### src/rtl/rr_arbiter8_pkg.sv
// Shared definitions for the rr_arbiter8 round-robin arbiter slice.
package rr_arbiter8_pkg;

    localparam int unsigned NUM_REQ = 8;
    localparam int unsigned SEL_W   = 3;

    typedef enum logic {
        IDLE = 1'b0,
        BUSY = 1'b1
    } state_t;

endpackage

### src/rtl/decoder3x8.sv
// Enabled 3-to-8 line decoder; output is all zeros while en is low.
module decoder3x8 (
    input  logic       en,
    input  logic       a2,
    input  logic       a1,
    input  logic       a0,
    output logic [7:0] y
);

    always_comb begin
        y = '0;
        if (en) begin
            y[{a2, a1, a0}] = 1'b1;
        end
    end

endmodule

### src/rtl/rr_arbiter8.sv
// 8-way round-robin arbiter with one-hot grant via decoder3x8.
// Optional grant watchdog enabled by defining RR_ARB_TIMEOUT_EN.
module rr_arbiter8
    import rr_arbiter8_pkg::*;
#(
    parameter int HOLD_W   = 4,
    parameter int MAX_HOLD = 15
) (
    input  logic       clk,
    input  logic       rst_n,
    input  logic [7:0] req,
    input  logic       done,
    output logic [2:0] gnt_sel,
    output logic       gnt_valid,
    output logic [7:0] gnt,
    output logic       timeout
);

    state_t           state_q, state_nx;
    logic [SEL_W-1:0] sel_nx;
    logic [SEL_W-1:0] ptr_q, ptr_nx;
    logic [SEL_W-1:0] search_base;
    logic [SEL_W-1:0] win_idx;
    logic             win_found;
    logic             release_now;
    logic             expire;

`ifdef RR_ARB_TIMEOUT_EN
    localparam logic [HOLD_W-1:0] HOLD_LAST = HOLD_W'(MAX_HOLD - 1);
    logic [HOLD_W-1:0] hold_cnt, cnt_nx;
    logic              tout_nx;
`endif

    if (MAX_HOLD < 1 || MAX_HOLD > (2 ** HOLD_W) - 1) begin : g_bad_max_hold
        $error("rr_arbiter8: MAX_HOLD must lie in 1 .. 2**HOLD_W-1");
    end

    // First set request at or after base, wrapping mod 8; MSB flags a hit.
    function automatic logic [SEL_W:0] rr_pick(input logic [NUM_REQ-1:0] r,
                                               input logic [SEL_W-1:0]   base);
        logic [SEL_W:0]   res;
        logic [SEL_W-1:0] idx;
        res = '0;
        for (int unsigned k = 0; k < NUM_REQ; k++) begin
            idx = base + SEL_W'(k);
            if (!res[SEL_W] && r[idx]) begin
                res = {1'b1, idx};
            end
        end
        return res;
    endfunction

    always_comb begin
        state_nx = state_q;
        sel_nx   = gnt_sel;
        ptr_nx   = ptr_q;
        expire   = 1'b0;
`ifdef RR_ARB_TIMEOUT_EN
        cnt_nx   = hold_cnt;
        tout_nx  = 1'b0;
        expire   = (hold_cnt == HOLD_LAST);
`endif
        release_now = done || !req[gnt_sel] || expire;
        // On release the search starts just past the owner, so it ranks last.
        search_base = (state_q == BUSY) ? gnt_sel + 1'b1 : ptr_q;
        {win_found, win_idx} = rr_pick(req, search_base);

        case (state_q)
            IDLE: begin
                if (win_found) begin
                    state_nx = BUSY;
                    sel_nx   = win_idx;
`ifdef RR_ARB_TIMEOUT_EN
                    cnt_nx   = '0;
`endif
                end
            end
            BUSY: begin
                if (release_now) begin
                    ptr_nx = search_base;
                    if (win_found) begin
                        sel_nx = win_idx;
                    end else begin
                        state_nx = IDLE;
                    end
`ifdef RR_ARB_TIMEOUT_EN
                    cnt_nx  = '0;
                    tout_nx = expire && !done && req[gnt_sel];
`endif
                end else begin
`ifdef RR_ARB_TIMEOUT_EN
                    cnt_nx = hold_cnt + 1'b1;
`endif
                end
            end
            default: state_nx = IDLE;
        endcase
    end

    always_ff @(posedge clk or negedge rst_n) begin
        if (!rst_n) begin
            state_q <= IDLE;
            gnt_sel <= '0;
            ptr_q   <= '0;
        end else begin
            state_q <= state_nx;
            gnt_sel <= sel_nx;
            ptr_q   <= ptr_nx;
        end
    end

`ifdef RR_ARB_TIMEOUT_EN
    always_ff @(posedge clk or negedge rst_n) begin
        if (!rst_n) begin
            hold_cnt <= '0;
            timeout  <= 1'b0;
        end else begin
            hold_cnt <= cnt_nx;
            timeout  <= tout_nx;
        end
    end
`else
    assign timeout = 1'b0;
`endif

    assign gnt_valid = (state_q == BUSY);

    decoder3x8 u_dec (
        .en (gnt_valid),
        .a2 (gnt_sel[2]),
        .a1 (gnt_sel[1]),
        .a0 (gnt_sel[0]),
        .y  (gnt)
    );

endmodule
### config.mk
export PLATFORM = sky130hd
export DESIGN_NAME = rr_arbiter8
export DESIGN_NICKNAME = d
export VERILOG_FILES = /design/src/rtl/rr_arbiter8_pkg.sv /design/src/rtl/decoder3x8.sv /design/src/rtl/rr_arbiter8.sv
export SDC_FILE = /design/constraint.sdc
export NUM_CORES = 1
export LEC_CHECK = 0
export ABC_AREA = 1
export CAP_MARGIN = 25
export CORE_MARGIN = 8
export CORE_UTILIZATION = 50
export CTS_BUF_LIST = sky130_fd_sc_hd__clkbuf_4
export DETAILED_ROUTE_END_ITERATION = 8
export HOLD_SLACK_MARGIN = 0.1
export PLACE_DENSITY = 0.72
export REMOVE_ABC_BUFFERS = 1
export SYNTH_ARGS = -nofsm -noshare
export SYNTH_HDL_FRONTEND = slang
export SYNTH_SLANG_ARGS = --single-unit
### constraint.sdc
create_clock -name clk -period 3.3 [get_ports clk]
set_clock_uncertainty 0.1 [all_clocks]
set_input_delay 0.66 -clock clk [delete_from_list [all_inputs] [get_ports clk]]
set_output_delay 0.66 -clock clk [all_outputs]
set_load 0.05 [all_outputs]
==> metrics.txt, run 1 <==
final non-filler cell area 1690 µm²; Yosys reg bits 7; IO Port Bufs 22; HPWL after DPL 3.34 mm; top-area cell type share of the netlist area 24.0%; Synth top cells by count 95 x nand2_1, 45 x nand3_1, 23 x inv_1; Rows 19; layout cells sized above 1 14.6%; crit-path max cell delay 0.81 ns; root buffer cell clkbuf_4; setup TNS 0 ns; Avg Cell Area, Syn roughly 5.7 µm²; synth-to-layout area growth 13.6%; largest net degree at the start of global routing 15; Tcrit/Tclk final between 80% and 90%; die footprint 4980 µm²; asr flop ratio synth 100%; Cell Area, Synth around 1500 µm²; gr ovfl total 0; Via-to-Cell Ratio about 5.3; vias in the first global route 1570; wire per inst 13.1 µm; RSZ-0062 raised after global routing false; vias 1653; Slew Limit Headroom a little under three fifths; crit path kind reg -> out; diode count 0; antenna-violating nets left 0; final wirelength 4.06 mm; Worst setup EP type output port; run status complete, no violations; Die Y between 70 and 80 µm; Num CTS Buffers 3; Boundary Pins 24; Top delay family on crit path buffers and inverters; final critical-path required period 2.84 ns; f_max between 0.3 and 0.4 GHz; critical path's slowest cell clkdlybuf4s50_1; Worst Setup Start Kind register; DRT iter0 DRCs about 110; Initial Utilization 53.5%; Post-CTS Hold Buffers 0; GPL Wtd Cong 0.969; clock slew at reported path FFs 0.05 ns; Synth area leader nand2_1; worst slew pin tran 0.641 ns; sequential share of the synthesized area 11.8%; CP Buf/Inv Count 1; drc violations 0; Max Cap Violations 0; number of synthesized flops with an enable pin 0; area of the core 2780 µm²; count leader, synth nand2_1; Hold Crit Class reg -> reg; critical-path cell list nand2_2 > nor2_1 > clkdlybuf4s50_1; Synth cell types 27; antenna violations before repair 0; Yosys warnings 0; Slew Viols, Final 0; crit path max fanout 14; worst hold slack around 0.39 ns; final hold violations 0; Post-CTS Setup Inserts 0; reg2reg setup slack 0.55 ns; crit path DAT 2.08 ns; Clock Sinks 7; Final setup viols 0; first-pass GRT wire length 6.95 mm; die width 70.5 µm; Post-Syn Instances 263; Top FF cell, synth dfrtp_1; CTS max path bufs 2; CTS tree built; total track usage 16.2%; synth top area cells nand2_1 24%, nand3_1 15%, dfrtp_1 12%; drt pass-1 iters 4; Post-CTS Resized 0; Skew-Pair Late Insertion Delay 0.25 ns; H-Tree Depth 1; CP required 2.54 ns; placed cell areas 1660 µm²; fin nets slightly below 300
-- worst min-delay path, cell delays in order, from the launching register on --
cell	delay (ns)
dfrtp_1	0.33
nand2_1	0.05
o21ai_0	0.07
-- cell families after synthesis --
group,share of synthesized area (%)
buf+inv,13.7
other cells,0.252
fa+ha+maj,1.68
simple gates,65.4
flops,11.8
compound gates,7.15
-- path summary, 6_finish.rpt --
check,startpoint,endpoint,cells after the start
min in group asynchronous,rst_n,gnt_sel[1]$_DFFE_PN0P_,1
worst max register to register,gnt_sel[0]$_DFFE_PN0P_,gnt_sel[1]$_DFFE_PN0P_,17
max in group asynchronous,rst_n,ptr_q[0]$_DFFE_PN0P_,1
worst max-delay path,gnt_valid$_DFF_PN0_,gnt[7],3
worst min-delay path,ptr_q[2]$_DFFE_PN0P_,ptr_q[2]$_DFFE_PN0P_,2
worst min register to register,ptr_q[2]$_DFFE_PN0P_,ptr_q[2]$_DFFE_PN0P_,2
-- layout make-up --
| class | count | area, µm² |
|---|---|---|
| Multi-Input combinational cell | 219 | 1110 |
| Clock buffer | 4 | 30.0 |
| Inverter | 26 | 103 |
| Fill cell | 288 | 1090 |
| Sequential cell | 7 | 175 |
| Timing Repair Buffer | 24 | 235 |
| Tap cell | 31 | 38.8 |
-- cells in the final DEF, fill, tap and decap left out, drive strengths merged, types with 4 or more instances in the layout --
cell,count
nor2,23
nand3,48
o21ai,11
nand4,7
clkbuf,4
clkdlybuf4s50,22
inv,26
dfrtp,7
nand2,118
a21oi,6
-- registers in the layout, indices dropped and copies added, names as in the netlist --
name / flops
gnt_sel: 3
ptr_q: 3
gnt_valid: 1
-- stage by stage --
stage / setup slack, ns / instances / util, %
floorplan: 0.352 / 252 / -
global placement: 0.630 / 307 / 59.7
detailed placement: 0.581 / 307 / 59.7
CTS: 0.445 / 311 / 60.8
global route: 0.313 / 311 / 60.8
finish: 0.460 / 311 / 60.8
-- metal layers --
layer | wire length (µm) | track usage (%) | vias to the layer above
li1 | - | - | 875
met1 | 1900 | 21.0 | 720
met2 | 1910 | 27.5 | 54
met3 | 202 | 1.39 | 4
met4 | 45 | 5.25 | 0
met5 | 0 | 0 | -
Power of run 1 is left out: the tool's default activity adds up to more than one toggle a clock period on the data nets, which glitch-free logic cannot reach.
==> inputs of run 2 (changes only) <==
Settings changed: ABC_AREA 1 to not set, REMOVE_ABC_BUFFERS 1 to not set, SKIP_CTS_REPAIR_TIMING set to 1.
==> metrics.txt, run 2 <==
Post-Synth XOR/XNOR Area 6.17% (+6.2 points); drt pass-1 iters 5 (+1); Synth area leader dfrtp_1; H-Tree Depth 1 (unchanged); crit path kind reg -> reg; f_max 0.317 GHz (-10%); die footprint 5170 µm² (+3.8%); final wirelength 4.49 mm (+10%); Yosys warnings 0 (unchanged); antenna violations before repair 0 (unchanged); crit-path max cell delay 0.57 ns (-0.24 ns); run status complete, no violations; critical-path cell list buf_4 > and2b_4 > nor2_8 > inv_4 > ha_4 > clkinvlp_4 > xnor2_4 > mux4_2 > nand4b_4 > nor4_4 > nor2_1 > o32a_1; CP startpoint gnt_sel[0]$_DFFE_PN0P_; Hold Crit Class reg -> reg; CP required 3.33 ns (+0.79 ns); largest net degree at the start of global routing 20 (+5); GPL Wtd Cong 0.899 (-7.2%); Slew Limit Headroom 52.9% (-4.0 points); worst setup margin 0.145 ns (-0.315 ns); fin nets 225 (-23%); root buffer cell clkbuf_4; antenna-violating nets left 0 (unchanged); Simple-Gate Fraction of Synth Area 29.3% (-36 points); diode count 0 (unchanged); gr ovfl total 0 (unchanged); total track usage 17.2% (+1.0 points); Yosys reg bits 7 (unchanged); combinational family with the most area after synthesis simple AND/OR/NAND/NOR gates; area of the core 3000 µm² (+8.0%); most frequent cells in the layout 22 x clkdlybuf4s50_1, 21 x buf_4, 18 x nand3_1; worst slew pin tran 0.706 ns (+0.0645 ns); HPWL after DPL 3.50 mm (+4.7%); final critical-path required period 3.15 ns (+0.315 ns); Top delay family on crit path simple AND/OR/NAND/NOR gates; adder-cell share of the synthesized area 1.60% (-0.080 points); critical path's slowest cell mux4_2; top-area cell type share of the netlist area 11.2% (-13 points); Worst setup EP type register; post-place setup slack 0.0258 ns (-0.555 ns); crit path DAT 3.18 ns (+1.10 ns); placed cells 228 (-26%); vias in the first global route 1486 (-5.4%); worst hold slack 0.435 ns (+0.0412 ns); IO Port Bufs 22 (unchanged); Max Cap Violations 0 (unchanged); CP Buf/Inv Count 3 (+2); drc violations 0 (unchanged); Slew Viols, Final 0 (unchanged); asr flop ratio synth 100% (unchanged); die width 71.9 µm (+1.9%); hold_sp ptr_q[0]$_DFFE_PN0P_; final hold violations 0 (unchanged); CTS tree built; layout cells sized above 1 29.9% (+15 points); Clock Sinks 7 (unchanged); Skew-Pair Late Insertion Delay 0.24 ns (about the same); Synth cell types 60 (+120%); Syn Nets approximately 190; vias 1562 (-5.5%); clock slew at reported path FFs 0.05 ns (about the same); Tcrit/Tclk final 95.6% (+9.5 points); Synth top cells by count 18 x nand3_1, 14 x nand2_1, 13 x o21ai_0; number of synthesized flops with an enable pin 0 (unchanged); Initial Utilization 52.0% (-1.5 points); crit path max fanout 10 (-4); first-pass GRT wire length 7.22 mm (+4.0%); Final Non-Filler Cells 244 (-22%); count leader, synth nand3_1; Avg Cell Area, Syn 8.92 µm² (+58%); Post-Syn Instances 175 (-33%); Via-to-Cell Ratio 6.40 (+20%); Num CTS Buffers 3 (unchanged); CTS max path bufs 2 (unchanged); synth top area cells dfrtp_1 11%, mux4_2 10%, mux2i_1 5.8%; Cell Area, Synth 1560 µm² (+5.0%); commonest non-fill, non-tap cell in the layout clkdlybuf4s50_1; mux cell area share after synthesis 24.5% (+25 points); reg2reg start gnt_sel[0]$_DFFE_PN0P_; Worst Setup Start Kind register; Rows 20 (+1); synth-to-layout area growth 25.5%; Boundary Pins 24 (unchanged); Die Y 71.9 µm (+1.9%); sequential share of the synthesized area 11.2% (-0.56 points); wire per inst 18.4 µm (+41%); Top FF cell, synth dfrtp_1; Final setup viols 0 (unchanged); DRT iter0 DRCs 106 (+0.95%); compound-gate portion of the synthesized area 19.0% (+12 points)
run 2: cell types whose count changed in the layout (fill, tap and decap cells not counted), sizes merged, moves of 5 or more:
| cell | before | now |
|---|---|---|
| and2 | 0 | 7 |
| buf | 2 | 22 |
| inv | 26 | 4 |
| mux2 | 0 | 8 |
| mux2i | 0 | 11 |
| mux4 | 0 | 7 |
| nand2 | 118 | 15 |
| nand3 | 48 | 19 |
| nand4 | 7 | 0 |
| nor2 | 23 | 9 |
| nor3 | 0 | 5 |
run 2: final timing paths:
| check | end | slack [ns] | cells after the start |
|---|---|---|---|
| min reg2reg | ptr_q[0]$_DFFE_PN0P_ | 0.44 | 2 |
| min in group asynchronous | ptr_q[2]$_DFFE_PN0P_ | 0.57 | 1 |
| max reg2reg | gnt_sel[2]$_DFFE_PN0P_ | 0.15 | 12 |
| max in group asynchronous | gnt_sel[1]$_DFFE_PN0P_ | 2.30 | 1 |
| max | gnt_sel[2]$_DFFE_PN0P_ | 0.15 | 12 |
| min | ptr_q[0]$_DFFE_PN0P_ | 0.44 | 2 |
run 2: worst register-to-register path, cell delays in order (launching register included):
cell and delay [ns]:
dfrtp_1 0.40, buf_4 0.17, and2b_4 0.30, nor2_8 0.07
inv_4 0.10, ha_4 0.18, clkinvlp_4 0.14, xnor2_4 0.18
mux4_2 0.58, nand4b_4 0.20, nor4_4 0.36, nor2_1 0.09
o32a_1 0.18
run 2: metrics by stage:
step                      setup TNS, ns  cell area (µm²)  util (%)
final                                 0             1960      65.3
after floorplan                       0             1560         -
after global placement                0             1790      59.7
after CTS                       -0.0611             1820      60.7
after detailed placement              0             1790      59.7
after global routing            -0.0103             1960      65.3
run 2: logic make-up after synthesis:
family          count (synthesis)
other cells                     1
flops                           7
buf+inv                        17
simple gates                   74
compound gates                 43
xor+xnor                        5
fa+ha+maj                       2
mux                            26
run 2: cell type report:
| type | count | area, µm² |
|---|---|---|
| sequential | 7 | 175 |
| tap | 33 | 41.3 |
| timing repair buffer | 44 | 389 |
| fill | 276 | 1040 |
| multi-input combinational | 151 | 1300 |
| inverter | 5 | 25.0 |
| clock buffer | 4 | 30.0 |
run 2: metal layers:
metal	GRT usage [%]	wire, µm
met3	3.49	344
met5	0	0
met1	20.1	1830
met2	31.0	2290
met4	3.85	24
Power of run 2 is left out for the same reason.
==> inputs of run 3 (changes only) <==
Settings changed: PLACE_DENSITY 0.72 to not set, PLACE_DENSITY_LB_ADDON set to 0.15.
==> metrics.txt, run 3 (synthesized netlist as in run 2, its figures left out) <==
crit path kind reg -> reg; Slew Limit Headroom 51.8% (-1.1 points); Filler Cell Count 275 (-0.36%); die width 71.9 µm (unchanged); Die Y 71.9 µm (unchanged); drt pass-1 iters 4 (-1); crit path max fanout 4 (-6); Boundary Pins 24 (unchanged); total track usage 17.2% (+0.077 points); CTS max path bufs 2 (unchanged); Worst Setup Start Kind register; Skew-Pair Late Insertion Delay 0.26 ns (+0.02 ns); CP required 3.34 ns (about the same); antenna-violating nets left 0 (unchanged); first-pass GRT wire length 7.22 mm (unchanged); wire length on met1 2.02 mm (+10%); Max Cap Violations 0 (unchanged); Slew Viols, Final 0 (unchanged); DR WL met2 1.88 mm (-18%); drc violations 0 (unchanged); Via-to-Cell Ratio 6.39 (-0.16%); gr ovfl total 0 (unchanged); final hold violations 0 (unchanged); final wirelength 4.32 mm (-3.8%); most frequent cells in the layout 22 x clkdlybuf4s50_1, 18 x nand3_1, 14 x nand2_1; CTS tree built; worst slew pin tran 0.722 ns (+0.0158 ns); Final setup viols 0 (unchanged); die footprint 5170 µm² (unchanged); Tcrit/Tclk final 95.9% (+0.26 points); Rows 20 (unchanged); HPWL after DPL 3.48 mm (-0.49%); worst hold slack 0.414 ns (-0.0209 ns); f_max 0.316 GHz (-0.27%); DRT iter0 DRCs 129 (+22%); clock slew at reported path FFs 0.06 ns (about the same); root buffer cell clkbuf_4; wire per inst 18.4 µm (-0.15%); synth-to-layout area growth 19.8%; commonest non-fill, non-tap cell in the layout clkdlybuf4s50_1; vias in the first global route 1486 (unchanged); largest net degree at the start of global routing 20 (unchanged); Num CTS Buffers 3 (unchanged); crit path DAT 3.21 ns (+0.03 ns); area of the core 3000 µm² (unchanged); RSZ-0062 raised after global routing false; final critical-path required period 3.16 ns (+0.00848 ns); diode count 0 (unchanged); GPL Wtd Cong 0.942 (+4.8%); antenna violations before repair 0 (unchanged); layout cells sized above 1 26.7% (-3.1 points); setup TNS 0 ns (unchanged); Worst setup EP type register; Clock Sinks 7 (unchanged); H-Tree Depth 1 (unchanged); run status complete, no violations; Initial Utilization 52.0% (unchanged); vias 1502 (-3.8%); Hold Crit Class reg -> reg; metal3 WL 322 µm (-6.4%); uppermost routed layer met4; fin nets 216 (-4.0%); IO Port Bufs 22 (unchanged)
[run 3: metrics by stage]
stage               util (%)  setup WS [ns]  std cells  area [µm²]
floorplan                  -          0.137        175        1560
global placement        60.0          0.155        229        1800
detailed placement      60.0          0.132        229        1800
CTS                     61.0          0.123        233        1830
global route            62.3        0.00105        235        1870
finish                  62.3          0.137        235        1870
[run 3: routing by layer]
metal / vias up / global-route usage, %
met4: 0 / 6.58
li1: 726 / -
met2: 61 / 26.1
met1: 703 / 22.9
met5: - / 0
met3: 12 / 4.04
[run 3: layout make-up]
| cell class | count | area (µm²) | area share, % |
|---|---|---|---|
| repair buffers | 35 | 322 | 17.2 |
| well taps | 33 | 41.3 | 2.21 |
| multi-input cells | 151 | 1280 | 68.5 |
| inverters | 5 | 21.3 | 1.14 |
| flip-flops and latches | 7 | 175 | 9.36 |
| clock buffers | 4 | 30.0 | 1.61 |
[run 3: worst paths after layout]
path | startpoint | end | slack [ns] | cells past startpoint
setup / recovery | gnt_sel[0]$_DFFE_PN0P_ | gnt_sel[2]$_DFFE_PN0P_ | 0.14 | 11
hold / removal | ptr_q[0]$_DFFE_PN0P_ | ptr_q[0]$_DFFE_PN0P_ | 0.41 | 2
setup reg to reg | gnt_sel[0]$_DFFE_PN0P_ | gnt_sel[2]$_DFFE_PN0P_ | 0.14 | 11
hold reg to reg | ptr_q[0]$_DFFE_PN0P_ | ptr_q[0]$_DFFE_PN0P_ | 0.41 | 2
max in group asynchronous | rst_n | gnt_sel[1]$_DFFE_PN0P_ | 2.30 | 1
min in group asynchronous | rst_n | ptr_q[1]$_DFFE_PN0P_ | 0.56 | 1
[run 3: worst max-delay path, cell delays in order (launching register included)]
cell      delay, ns
dfrtp_1        0.39
ha_1           0.32
mux2i_2        0.22
inv_2          0.08
ha_2           0.24
inv_4          0.09
xnor2_4        0.13
mux4_2         0.58
nand4b_4       0.21
nor4_4         0.36
nor2_1         0.10
o32a_1         0.20
Power of run 3 is left out for the same reason.
==> patch (config.mk and constraints of run 3) <==
Add a define of `RR_ARB_TIMEOUT_EN`.
--- a/src/rtl/rr_arbiter8.sv
+++ b/src/rtl/rr_arbiter8.sv
@@ -2,2 +2,4 @@
 // Optional grant watchdog enabled by defining RR_ARB_TIMEOUT_EN.
+`define RR_ARB_TIMEOUT_EN
+
 module rr_arbiter8
Function: no difference found for any inputs over 10 cycles, from zero or initial values and one cycle with rst_n low; that may be too few to reach the edited logic, so the function may still have changed.
==> patch against run 3 <==
- cell area up 31%
- routed wire length up 45%
- sequential share of layout area up 2.9 points
- worst setup slack better by 0.024 ns
- sequential cell count up 5
- synthesized area up 25%
- synthesized cell count up 41%
- largest cell class unchanged
Power is not shown: default switching activity piles up to over one toggle a cycle in this logic, so the estimate is an artifact.
==> patch: results (changes against run 3) <==
Buffers on Ports 23 (was 22); Synth top cells by count 33 x nand3_1, 20 x nand2_1, 18 x o21ai_0 (was 18 x nand3_1, 14 x nand2_1, 13 x o21ai_0); CTS max path bufs 2 (unchanged); Layout Nets 307 (was 216); status completed (unchanged); Clock Latency Late Sink 0.28 ns (was 0.26 ns); Detailed Place HPWL 4921 µm (was 3482 µm); Synth async-reset ratio 100.0% (unchanged); total CTS buffers 3 (unchanged); clock-pin slew on the worst setup and hold paths 0.08 ns (was 0.06 ns); largest net degree at the start of global routing 19 (was 20); largest fanout on the critical path 10 (was 4); Post-synth top flop dfrtp_1 (unchanged); fill count 328 (was 275); gpl congestion 0.9550 (was 0.9420); vias in the first global route 2,031 (was 1,486); layout cell share with drive strength beyond 1 21.65% (was 26.73%); antenna violations before repair 0 (unchanged); arrival time at the worst endpoint 3.22 ns (was 3.21 ns); register area share after synthesis 15.40% (was 11.22%); ANT cells 0 (unchanged); fin crit period 3.140 ns (was 3.163 ns); synth unique cells 63 (was 60); synth top area cells dfrtp_1 15%, nand3_1 8.5%, mux2i_1 7.7% (was dfrtp_1 11%, mux4_2 10%, mux2i_1 5.8%); worst hold path class reg -> reg (unchanged); GRT Total Usage 19.92% (was 17.23%); YS warnings 0 (unchanged); Worst-Margin Slew 0.5341 ns (was 0.7215 ns); syn nets 261 (was 188); CTS root buf clkbuf_4 (unchanged); Top Registers hold_cnt x4, gnt_sel x3, ptr_q x3; Iteration-0 DRC Markers 280 (was 129); WL per Instance 18.50 µm (was 18.37 µm); placed cell area 2404 µm² (was 1800 µm²); TritonRoute pass-1 iters 5 (was 4); number of H-tree levels 1 (unchanged); Via density 6.537 (was 6.391); global-route wire length before repair 10,110 µm (was 7224 µm)
-- patch: worst paths after layout --
check | from | to | slack [ns] | depth (start not counted)
max in group asynchronous | rst_n | gnt_valid | 2.09 | 1
worst min-delay path | hold_cnt[2] | hold_cnt[2] | 0.42 | 1
worst max register to register | gnt_valid | gnt_sel[1] | 0.16 | 10
worst min register to register | hold_cnt[2] | hold_cnt[2] | 0.42 | 1
min in group asynchronous | rst_n | hold_cnt[0] | 0.63 | 1
worst max-delay path | gnt_valid | gnt_sel[1] | 0.16 | 10
-- patch: final cells by class --
type,count,area share (%)
Clock inverter,1,0.1529
Sequential cell,12,12.28
Tap cell,48,2.446
Multi-Input combinational cell,214,63.97
Inverter,5,0.7645
Timing Repair Buffer,56,19.47
Clock buffer,3,0.9174
-- patch: cells by family (layout without fill, tap and decap cells) --
family / after synthesis / after routing / share of synthesized area [%]
AO/OA/AOI/OAI: 78 / 78 / 29.46
multiplexers: 21 / 21 / 12.32
adder cells (fa/ha/maj): 4 / 4 / 2.567
AND/OR/NAND/NOR: 105 / 105 / 29.98
flip-flops: 12 / 12 / 15.40
buffers and inverters: 20 / 65 / 6.611
XOR/XNOR: 6 / 6 / 3.659
-- patch: layer usage --
layer  part of all wire [%]  global-route usage, %
met1                     43                  26.70
met2                     45                  31.90
met3                    9.9                  3.189
met4                    1.9                  5.741
met5                      0                      0
-- patch: through the flow --
stage,instances,util [%],hold slack [ns],setup TNS (ns),setup WS [ns]
2_1_floorplan,246,-,0.2644,0,0.04895
6_report,339,66.06,0.4161,0,0.1605
5_1_grt,339,66.06,0.4325,0,0.02160
3_5_place_dp,335,64.68,0.4028,0,0.02502
3_3_place_gp,335,64.68,0.3972,-0.001337,-0.001337
4_1_cts,339,65.39,0.4189,-0.008155,-0.008155
-- patch: critical path, stage by stage, from the launching register on --
cell and delay, ns:
dfrtp_2 0.47, buf_4 0.21, inv_2 0.12, o21ai_2 0.42, buf_4 0.21, o311a_1 0.39
nand4bb_1 0.21, buf_4 0.20, nor4_2 0.27, a221oi_1 0.16, a221oi_2 0.27
